## config.mk

```make
export PLATFORM = sky130hd
export DESIGN_NAME = id_stage_pipe
export DESIGN_NICKNAME = d
export VERILOG_FILES = /design/src/rtl/id_stage_pipe.sv
export SDC_FILE = /design/constraint.sdc
export NUM_CORES = 1
export LEC_CHECK = 0
export CELL_PAD_IN_SITES_DETAIL_PLACEMENT = 0
export CELL_PAD_IN_SITES_GLOBAL_PLACEMENT = 1
export CORE_UTILIZATION = 45
export DETAILED_ROUTE_END_ITERATION = 10
export PLACE_DENSITY_LB_ADDON = 0.12
export SLEW_MARGIN = 40
export SYNTH_ARGS = -nofsm -noshare
export SYNTH_HDL_FRONTEND = slang
export SYNTH_SLANG_ARGS = --single-unit
```

## constraint.sdc

```tcl
create_clock -name clk -period 11.4 [get_ports clk]
set_clock_uncertainty 0.2 [all_clocks]
set_input_delay 2.85 -clock clk [delete_from_list [all_inputs] [get_ports clk]]
set_output_delay 2.85 -clock clk [all_outputs]
set_load 0.02 [all_outputs]
```

## src/rtl/id_stage_pipe.sv

```systemverilog
// id_stage_pipe: instruction decode stage with register file, load-use hazard
// detection and an ID/EX pipeline register.
// Optional feature: define ID_BYPASS_EN for write-through bypass from write-back
// onto the read ports; otherwise reads return pre-write register contents.
module id_stage_pipe #(
  parameter int unsigned DATA_W   = 16,
  parameter int unsigned NUM_REGS = 16,
  localparam int unsigned ADDR_W  = $clog2(NUM_REGS)
) (
  input  logic              clk,
  input  logic              rst,
  input  logic              if_valid,
  input  logic [15:0]       if_instr,
  input  logic              flush,
  input  logic              wb_we,
  input  logic [ADDR_W-1:0] wb_addr,
  input  logic [DATA_W-1:0] wb_data,
  output logic              id_stall,
  output logic              ex_valid,
  output logic [DATA_W-1:0] ex_p0,
  output logic [DATA_W-1:0] ex_p1,
  output logic [7:0]        ex_imm8,
  output logic [3:0]        ex_shamt,
  output logic [2:0]        ex_func,
  output logic              ex_src1sel,
  output logic              ex_mem_rd,
  output logic              ex_mem_wr,
  output logic              ex_we,
  output logic [ADDR_W-1:0] ex_dst_addr,
  output logic              ex_hlt
);

  localparam logic [3:0] OpLw  = 4'b1000;
  localparam logic [3:0] OpSw  = 4'b1001;
  localparam logic [3:0] OpLlb = 4'b1010;
  localparam logic [3:0] OpHlt = 4'b1111;

  typedef struct packed {
    logic              valid;
    logic [DATA_W-1:0] p0;
    logic [DATA_W-1:0] p1;
    logic [7:0]        imm8;
    logic [3:0]        shamt;
    logic [2:0]        func;
    logic              src1sel;
    logic              mem_rd;
    logic              mem_wr;
    logic              we;
    logic [ADDR_W-1:0] dst;
    logic              hlt;
  } idex_t;

  logic [DATA_W-1:0] rf_q [NUM_REGS];
  idex_t             idex_q, idex_d;

  logic [3:0]        op;
  logic [ADDR_W-1:0] rd_a, rs_a, rt_a, p0_addr, p1_addr;
  logic              reads_p0, reads_p1;
  logic [2:0]        dec_func;
  logic              dec_src1sel, dec_mem_rd, dec_mem_wr, dec_we, dec_hlt;
  logic [DATA_W-1:0] rd0_data, rd1_data;
  logic              hazard, load_bubble;

  assign op      = if_instr[15:12];
  assign rd_a    = if_instr[8 +: ADDR_W];
  assign rs_a    = if_instr[4 +: ADDR_W];
  assign rt_a    = if_instr[0 +: ADDR_W];
  assign p0_addr = rs_a;
  // Stores read the data register through the second port.
  assign p1_addr = (op == OpSw) ? rd_a : rt_a;

  // Instruction decode: which sources are read and which controls are raised
  always_comb begin
    reads_p0    = 1'b0;
    reads_p1    = 1'b0;
    dec_func    = 3'b000;
    dec_src1sel = 1'b0;
    dec_mem_rd  = 1'b0;
    dec_mem_wr  = 1'b0;
    dec_we      = 1'b0;
    dec_hlt     = 1'b0;
    if (!op[3]) begin
      reads_p0 = 1'b1;
      // Shifts (101..111) take their amount from the rt field, not a register.
      reads_p1 = !(op[2] && (op[1] || op[0]));
      dec_func = op[2:0];
      dec_we   = 1'b1;
    end else begin
      unique case (op)
        OpLw: begin
          reads_p0    = 1'b1;
          dec_src1sel = 1'b1;
          dec_mem_rd  = 1'b1;
          dec_we      = 1'b1;
        end
        OpSw: begin
          reads_p0    = 1'b1;
          reads_p1    = 1'b1;
          dec_src1sel = 1'b1;
          dec_mem_wr  = 1'b1;
        end
        OpLlb: begin
          dec_src1sel = 1'b1;
          dec_we      = 1'b1;
        end
        OpHlt:   dec_hlt = 1'b1;
        default: ;
      endcase
    end
  end

  // Register-file read ports; register 0 is hardwired to zero
  always_comb begin
    rd0_data = (p0_addr == '0) ? '0 : rf_q[p0_addr];
    rd1_data = (p1_addr == '0) ? '0 : rf_q[p1_addr];
`ifdef ID_BYPASS_EN
    if (wb_we && (wb_addr != '0) && (wb_addr == p0_addr)) rd0_data = wb_data;
    if (wb_we && (wb_addr != '0) && (wb_addr == p1_addr)) rd1_data = wb_data;
`endif
  end

  // Load-use hazard and stall generation
  always_comb begin
    hazard = idex_q.valid && idex_q.mem_rd && (idex_q.dst != '0) &&
             ((reads_p0 && (p0_addr == idex_q.dst)) ||
              (reads_p1 && (p1_addr == idex_q.dst)));
    // A flush squashes the stalled instruction, so fetch may move on.
    id_stall    = idex_q.hlt || (if_valid && hazard && !flush);
    load_bubble = !if_valid || flush || hazard;
  end

  // ID/EX next state: freeze on halt, bubble on hazard/flush/invalid
  always_comb begin
    idex_d = '0;
    if (idex_q.hlt) begin
      idex_d = idex_q;
    end else if (!load_bubble && dec_hlt) begin
      idex_d.hlt = 1'b1;
    end else if (!load_bubble) begin
      idex_d.valid   = 1'b1;
      idex_d.p0      = rd0_data;
      idex_d.p1      = rd1_data;
      idex_d.imm8    = if_instr[7:0];
      idex_d.shamt   = if_instr[3:0];
      idex_d.func    = dec_func;
      idex_d.src1sel = dec_src1sel;
      idex_d.mem_rd  = dec_mem_rd;
      idex_d.mem_wr  = dec_mem_wr;
      idex_d.we      = dec_we;
      idex_d.dst     = rd_a;
    end
  end

  // ID/EX pipeline register
  always_ff @(posedge clk or posedge rst) begin
    if (rst) idex_q <= '0;
    else     idex_q <= idex_d;
  end

  // Register file write from write-back; continues during halt
  always_ff @(posedge clk or posedge rst) begin
    if (rst) begin
      for (int i = 0; i < NUM_REGS; i++) rf_q[i] <= '0;
    end else if (wb_we && (wb_addr != '0)) begin
      rf_q[wb_addr] <= wb_data;
    end
  end

  assign ex_valid    = idex_q.valid;
  assign ex_p0       = idex_q.p0;
  assign ex_p1       = idex_q.p1;
  assign ex_imm8     = idex_q.imm8;
  assign ex_shamt    = idex_q.shamt;
  assign ex_func     = idex_q.func;
  assign ex_src1sel  = idex_q.src1sel;
  assign ex_mem_rd   = idex_q.mem_rd;
  assign ex_mem_wr   = idex_q.mem_wr;
  assign ex_we       = idex_q.we;
  assign ex_dst_addr = idex_q.dst;
  assign ex_hlt      = idex_q.hlt;

endmodule
```

### Word level (Yosys, flattened, before mapping)

Index checks and enable logic that the tools add are counted.

* RAM bits: 0
* memories kept: 0
* output and inout bits: 58
* bits in read-only memories: 0
* register bits after elaboration: 313
* input bits: 41
* logic and storage cells: 98
* latch bits: 0

* div/mod/pow operators: 0
* multiplexer cells: 30
* add/sub/neg operators: 0
* order comparisons: 4
* equality and inequality tests: 6
* reduce and logical (&&, ||, !) cells: 27
* shifts and indexed selects: 0
* bitwise gates (word level): 3
* multiply operators: 0

Operators with widths (number)
* $bwmux W256: 1
* $bmux W16 S4: 2
* $mux W16: 7
* $mux W56: 2
* $demux W16 S4: 1
* $eq A4 B4 Y1 const B: 4
* $ge A5 B5 Y1 const B: 3
* $mux W1: 15
* $not A4 Y5: 3
* $logic_and A1 B1 Y1: 11
* $eq A4 B4 Y1: 2
* $logic_not A4 Y1: 2
* $reduce_bool A4 Y1: 2
* $logic_or A1 B1 Y1: 5
* $lt A5 B1 Y1 const B: 1
* $logic_not A1 Y1: 4
* $mux W4: 1
* $reduce_or A2 Y1: 2
* $mux W3: 1
* $reduce_or A3 Y1: 1

### Logic depth before layout (Yosys ltp)

* depth in word-level cells: 12
* gate-level depth with buffers: 10
* gate-level depth less buffers: 6

### Worst setup path before layout

No wires, ideal clock.

* path kind: input -> output
* from: in if_instr[13]
* to: out id_stall
* buffers on the path: 1
* data arrival time: 4.410 ns
* stages: 6
* required time: 8.350 ns
* path slack: 3.940 ns
* cell sequence: nor4bb_4 > buf_6 > mux2i_1 > o2111a_1 > a21oi_1 > o21ai_0

* longest elaborated chain between the ends: 10
* elaborated cells on any way between the ends: 19
* those cells by class: eq/ne: 3; mux: 5; reduce/logical: 11

Ends and longest elaborated chain
* start, declared: line 13 `input logic [15:0] if_instr,`
* $eq A4 B4 Y1 (tied with other cells): line 70, 89
* $reduce_or A2 Y1 (no line) or $logic_and A1 B1 Y1 (tied branches)
* $mux W1 or $logic_not A1 Y1 (tied branches): line 89, 85
* $mux W1: line 82 `if (!op[3]) begin`
* $logic_and A1 B1 Y1 (on tied branches): line 125, 126
* $logic_or A1 B1 Y1 *: line 125 `((reads_p0 && (p0_addr == idex_q.dst)) ||`
* $logic_and A1 B1 Y1 *: line 124 `hazard = idex_q.valid && idex_q.mem_rd && (idex_q.dst != '0) &&`
* $logic_and A1 B1 Y1 * (2 in a row): line 128 `id_stall = idex_q.hlt || (if_valid && hazard && !flush);`
* $logic_or A1 B1 Y1 *: line 128
* end, declared: line 18 `output logic id_stall,`

Mark *: on every way between the ends. The rest lies on a longest branch, timed or not.

### Worst setup path in the final report

* from: in if_instr[15]
* to: out id_stall

* longest elaborated chain between the ends: 10
* elaborated cells on any way between the ends: 16
* those cells by class: eq/ne: 3; mux: 5; reduce/logical: 8

Ends and longest elaborated chain
* $eq A4 B4 Y1 (on tied branches): line 70, 89
* $reduce_or A2 Y1 (no line)
* $mux W1: line 89 `unique case (op)`
* $mux W1: line 82
* $logic_and A1 B1 Y1: line 125
* $logic_or A1 B1 Y1 *: line 125
* $logic_and A1 B1 Y1 *: line 124
* $logic_and A1 B1 Y1 * (2 in a row): line 128
* $logic_or A1 B1 Y1 *: line 128

Marked as above.

==> results.sh <==
export IMPL_status="finished, final reports clean"
export IMPL_cts_root_buffer="clkbuf_16"
export IMPL_cts_sinks=309
export IMPL_synth_adder_area_share_pct=0
export IMPL_clk_pin_slew_ns=0.05
export IMPL_synth_edf_count=0
export IMPL_drc=0
export IMPL_ctsResizeCount=0
export IMPL_synth_seq_cells=309
export IMPL_synth_xor_area_share_pct=0.4235
export IMPL_synth_fp_nets=1404
export IMPL_finalCriticalPeriod_ns=9.060
export IMPL_synth_compound_area_share_pct=9.046
export IMPL_synth_most_common_cell="dfrtp_1"
export IMPL_cts_buffers=37
export IMPL_hold_start="rf_q[250]"
export IMPL_synth_top_family_by_area="multiplexers"
export IMPL_crit_fanout=23
export IMPL_vias_per_cell=6.185
export IMPL_fp_coreArea_um2=35830
export IMPL_worst_setup_path_end_kind="output port"
export IMPL_portBuffers=98
export IMPL_drt_iter0_drc=850
export IMPL_synth_area_leaders="dfrtp_1, mux2_2, mux4_2"
export IMPL_startpoint="if_instr[15]"
export IMPL_initial_core_util_pct=46.17
export IMPL_rsz0062_at_grt="no"
export IMPL_drv_slew=0
export IMPL_cts_path_max_buffers=3
export IMPL_synth_distinct_cells=59
export IMPL_hpwlAfterDp_um=30540
export IMPL_p_per_area_nw_per_um2=173.3
export IMPL_fin_tns_setup_ns=0
export IMPL_netlist_area_um2=16540
export IMPL_fin_util_pct=53.71
export IMPL_leakagePower_nw=8.029
export IMPL_grt_pass1_vias=11702
export IMPL_ant_nets=0
export IMPL_synth_area_leader_cell="dfrtp_1"
export IMPL_setup_viol=0
export IMPL_grt_first_pass_wirelength_um=76800
export IMPL_layout_drive_gt1_share_pct=32.98
export IMPL_final_period_utilization_pct=79.47
export IMPL_worstPathArrival_ns=6.01
export IMPL_avgSynthCellArea_um2=12.14
export IMPL_routabilityCongestion=0.8170
export IMPL_min_path_type="reg2reg"
export IMPL_peakVddDrop_v=0.00009881
export IMPL_muxShareOfSynthArea_pct=32.07
export IMPL_worstMarginPinSlew_ns=0.8490
export IMPL_wl_per_cell_um=26.56
export IMPL_yosysTopAreaCellShare_pct=46.74
export IMPL_timing_rr_start="ex_hlt"
export IMPL_syn_to_final_growth_pct=16.31
export IMPL_yosys_area_share_simple_pct=7.646
export IMPL_overflow=0
export IMPL_htreeDepth=2
export IMPL_grt_max_degree=103
export IMPL_hold_path_cell_count=0
export IMPL_wl_um=50260
export IMPL_route_vias_total=11702
export IMPL_nFillCells=3086
export IMPL_slew_headroom_pct=43.40
export IMPL_die_w_um=193.7
export IMPL_r2r_cells=8
export IMPL_syn_inst=1363
export IMPL_die_h_um=193.7
export IMPL_die_area_um2=37530
export IMPL_yosysSeqAreaShare_pct=46.74
export IMPL_rows=69
export IMPL_layout_nets=1445
export IMPL_grt_total_usage_pct=27.18
export IMPL_fmax_ghz=0.1104
export IMPL_path_class="in2out"
export IMPL_diodes=0
export IMPL_stdcell_count=1892
export IMPL_post_cts_buffers=0
export IMPL_ios=99
export IMPL_clk_latency_ns=0.52
export IMPL_yosysWarningCount=0
export IMPL_synth_common_cells="dfrtp_1, mux2_2, nand2_1"
export IMPL_antenna_found_initial=1
export IMPL_critical_path_required_ns=8.35
export IMPL_cts_hold_buf=0
export IMPL_synthFlopType="dfrtp_1"
export IMPL_dp_cells=1824
export IMPL_dr_pass1_iters=5
export IMPL_cts_tree="yes"
export IMPL_start_kind="input pin"
export IMPL_async_reset_ff_share_pct=100.0
export IMPL_hold_viol=0
export IMPL_cap_violations=0
## logic make-up (layout without fill, tap and decap cells)
kind of cell / count (synthesis) / after routing
XOR/XNOR: 8 / 8
AO/OA/AOI/OAI: 227 / 227
buffers and inverters: 147 / 215
multiplexers: 415 / 415
flip-flops: 309 / 309
AND/OR/NAND/NOR: 257 / 257
## routing by layer
metal  GRT usage, %  vias up  wire length (µm)
met5              0        -                 0
met4          7.911        0              1286
met3          3.896       68              2619
met2          41.66      344             22810
met1          40.04     6153             23540
li1               -     5137                 -
## worst paths after layout
kind | slack [ns] | endpoint
worst max-delay path | 2.34 | id_stall
worst min-delay path | 0.17 | rf_q[250]
worst max register to register | 8.42 | ex_p0[7]
worst min register to register | 0.17 | rf_q[250]
max in group asynchronous | 6.92 | ex_p0[4]
min in group asynchronous | 2.65 | rf_q[206]
## registers in the layout (all words and copies together) (netlist names)
name,flops
ex_src1sel,1
ex_imm8,8
ex_p1,16
ex_p0,16
rf_q,256
ex_we,1
ex_dst_addr,4
ex_mem_rd,1
ex_mem_wr,1
ex_valid,1
ex_func,3
ex_hlt,1
## layout by cell type (no fill, tap or decap), drive strengths merged, types with 6 or more instances in the layout
master	Yosys	layout
dfrtp	309	309
nand2b	7	7
a32oi	15	15
o21ai	80	80
inv	8	9
xnor2	6	6
nor2	14	14
a22o	27	27
mux4	64	64
nor2b	23	23
a211oi	17	17
mux2i	80	80
o31ai	15	15
or3	6	6
nand2	135	135
clkbuf	97	58
nand3	37	37
mux2	271	271
buf	42	49
clkdlybuf4s50	0	92
nand4	17	17
a21oi	48	48
## final cells by class
type | instances | area [µm²] | area share, %
flip-flops and latches | 309 | 7734 | 40.19
multi-input cells | 907 | 8232 | 42.78
repair buffers | 141 | 1439 | 7.478
well taps | 461 | 576.8 | 2.998
clock buffers | 58 | 1127 | 5.859
inverters | 8 | 33.78 | 0.1756
clock inverters | 8 | 100.1 | 0.5202
## critical path: stages
cell and delay, ns:
clkdlybuf4s50_1 0.71, nor4bb_4 0.35, buf_4 0.29, mux2i_2 0.22, buf_4 0.43, o2111a_1 0.26
a21oi_1 0.09, o21ai_0 0.16, clkdlybuf4s50_1 0.62
## power breakdown
part,total (mW),switching [mW],internal (mW)
Combinational,0.662,0.286,0.376
Clock,1.19,0.462,0.725
Sequential,1.49,0.179,1.31
## per-stage QoR
| stage | hold slack, ns | cell area, µm² | setup slack (ns) | power [mW] |
|---|---|---|---|---|
| CTS | 0.1769 | 19190 | 2.385 | 3.352 |
| finish | 0.1749 | 19240 | 2.340 | 3.335 |
| detailed placement | 0.1632 | 17970 | 2.378 | 2.159 |
| global route | 0.1837 | 19240 | 2.152 | 3.488 |
| floorplan | 0.2246 | 16550 | 3.940 | 1.945 |
| global placement | 0.1604 | 17750 | 2.413 | 2.130 |
(Power assumes the default switching activity.)
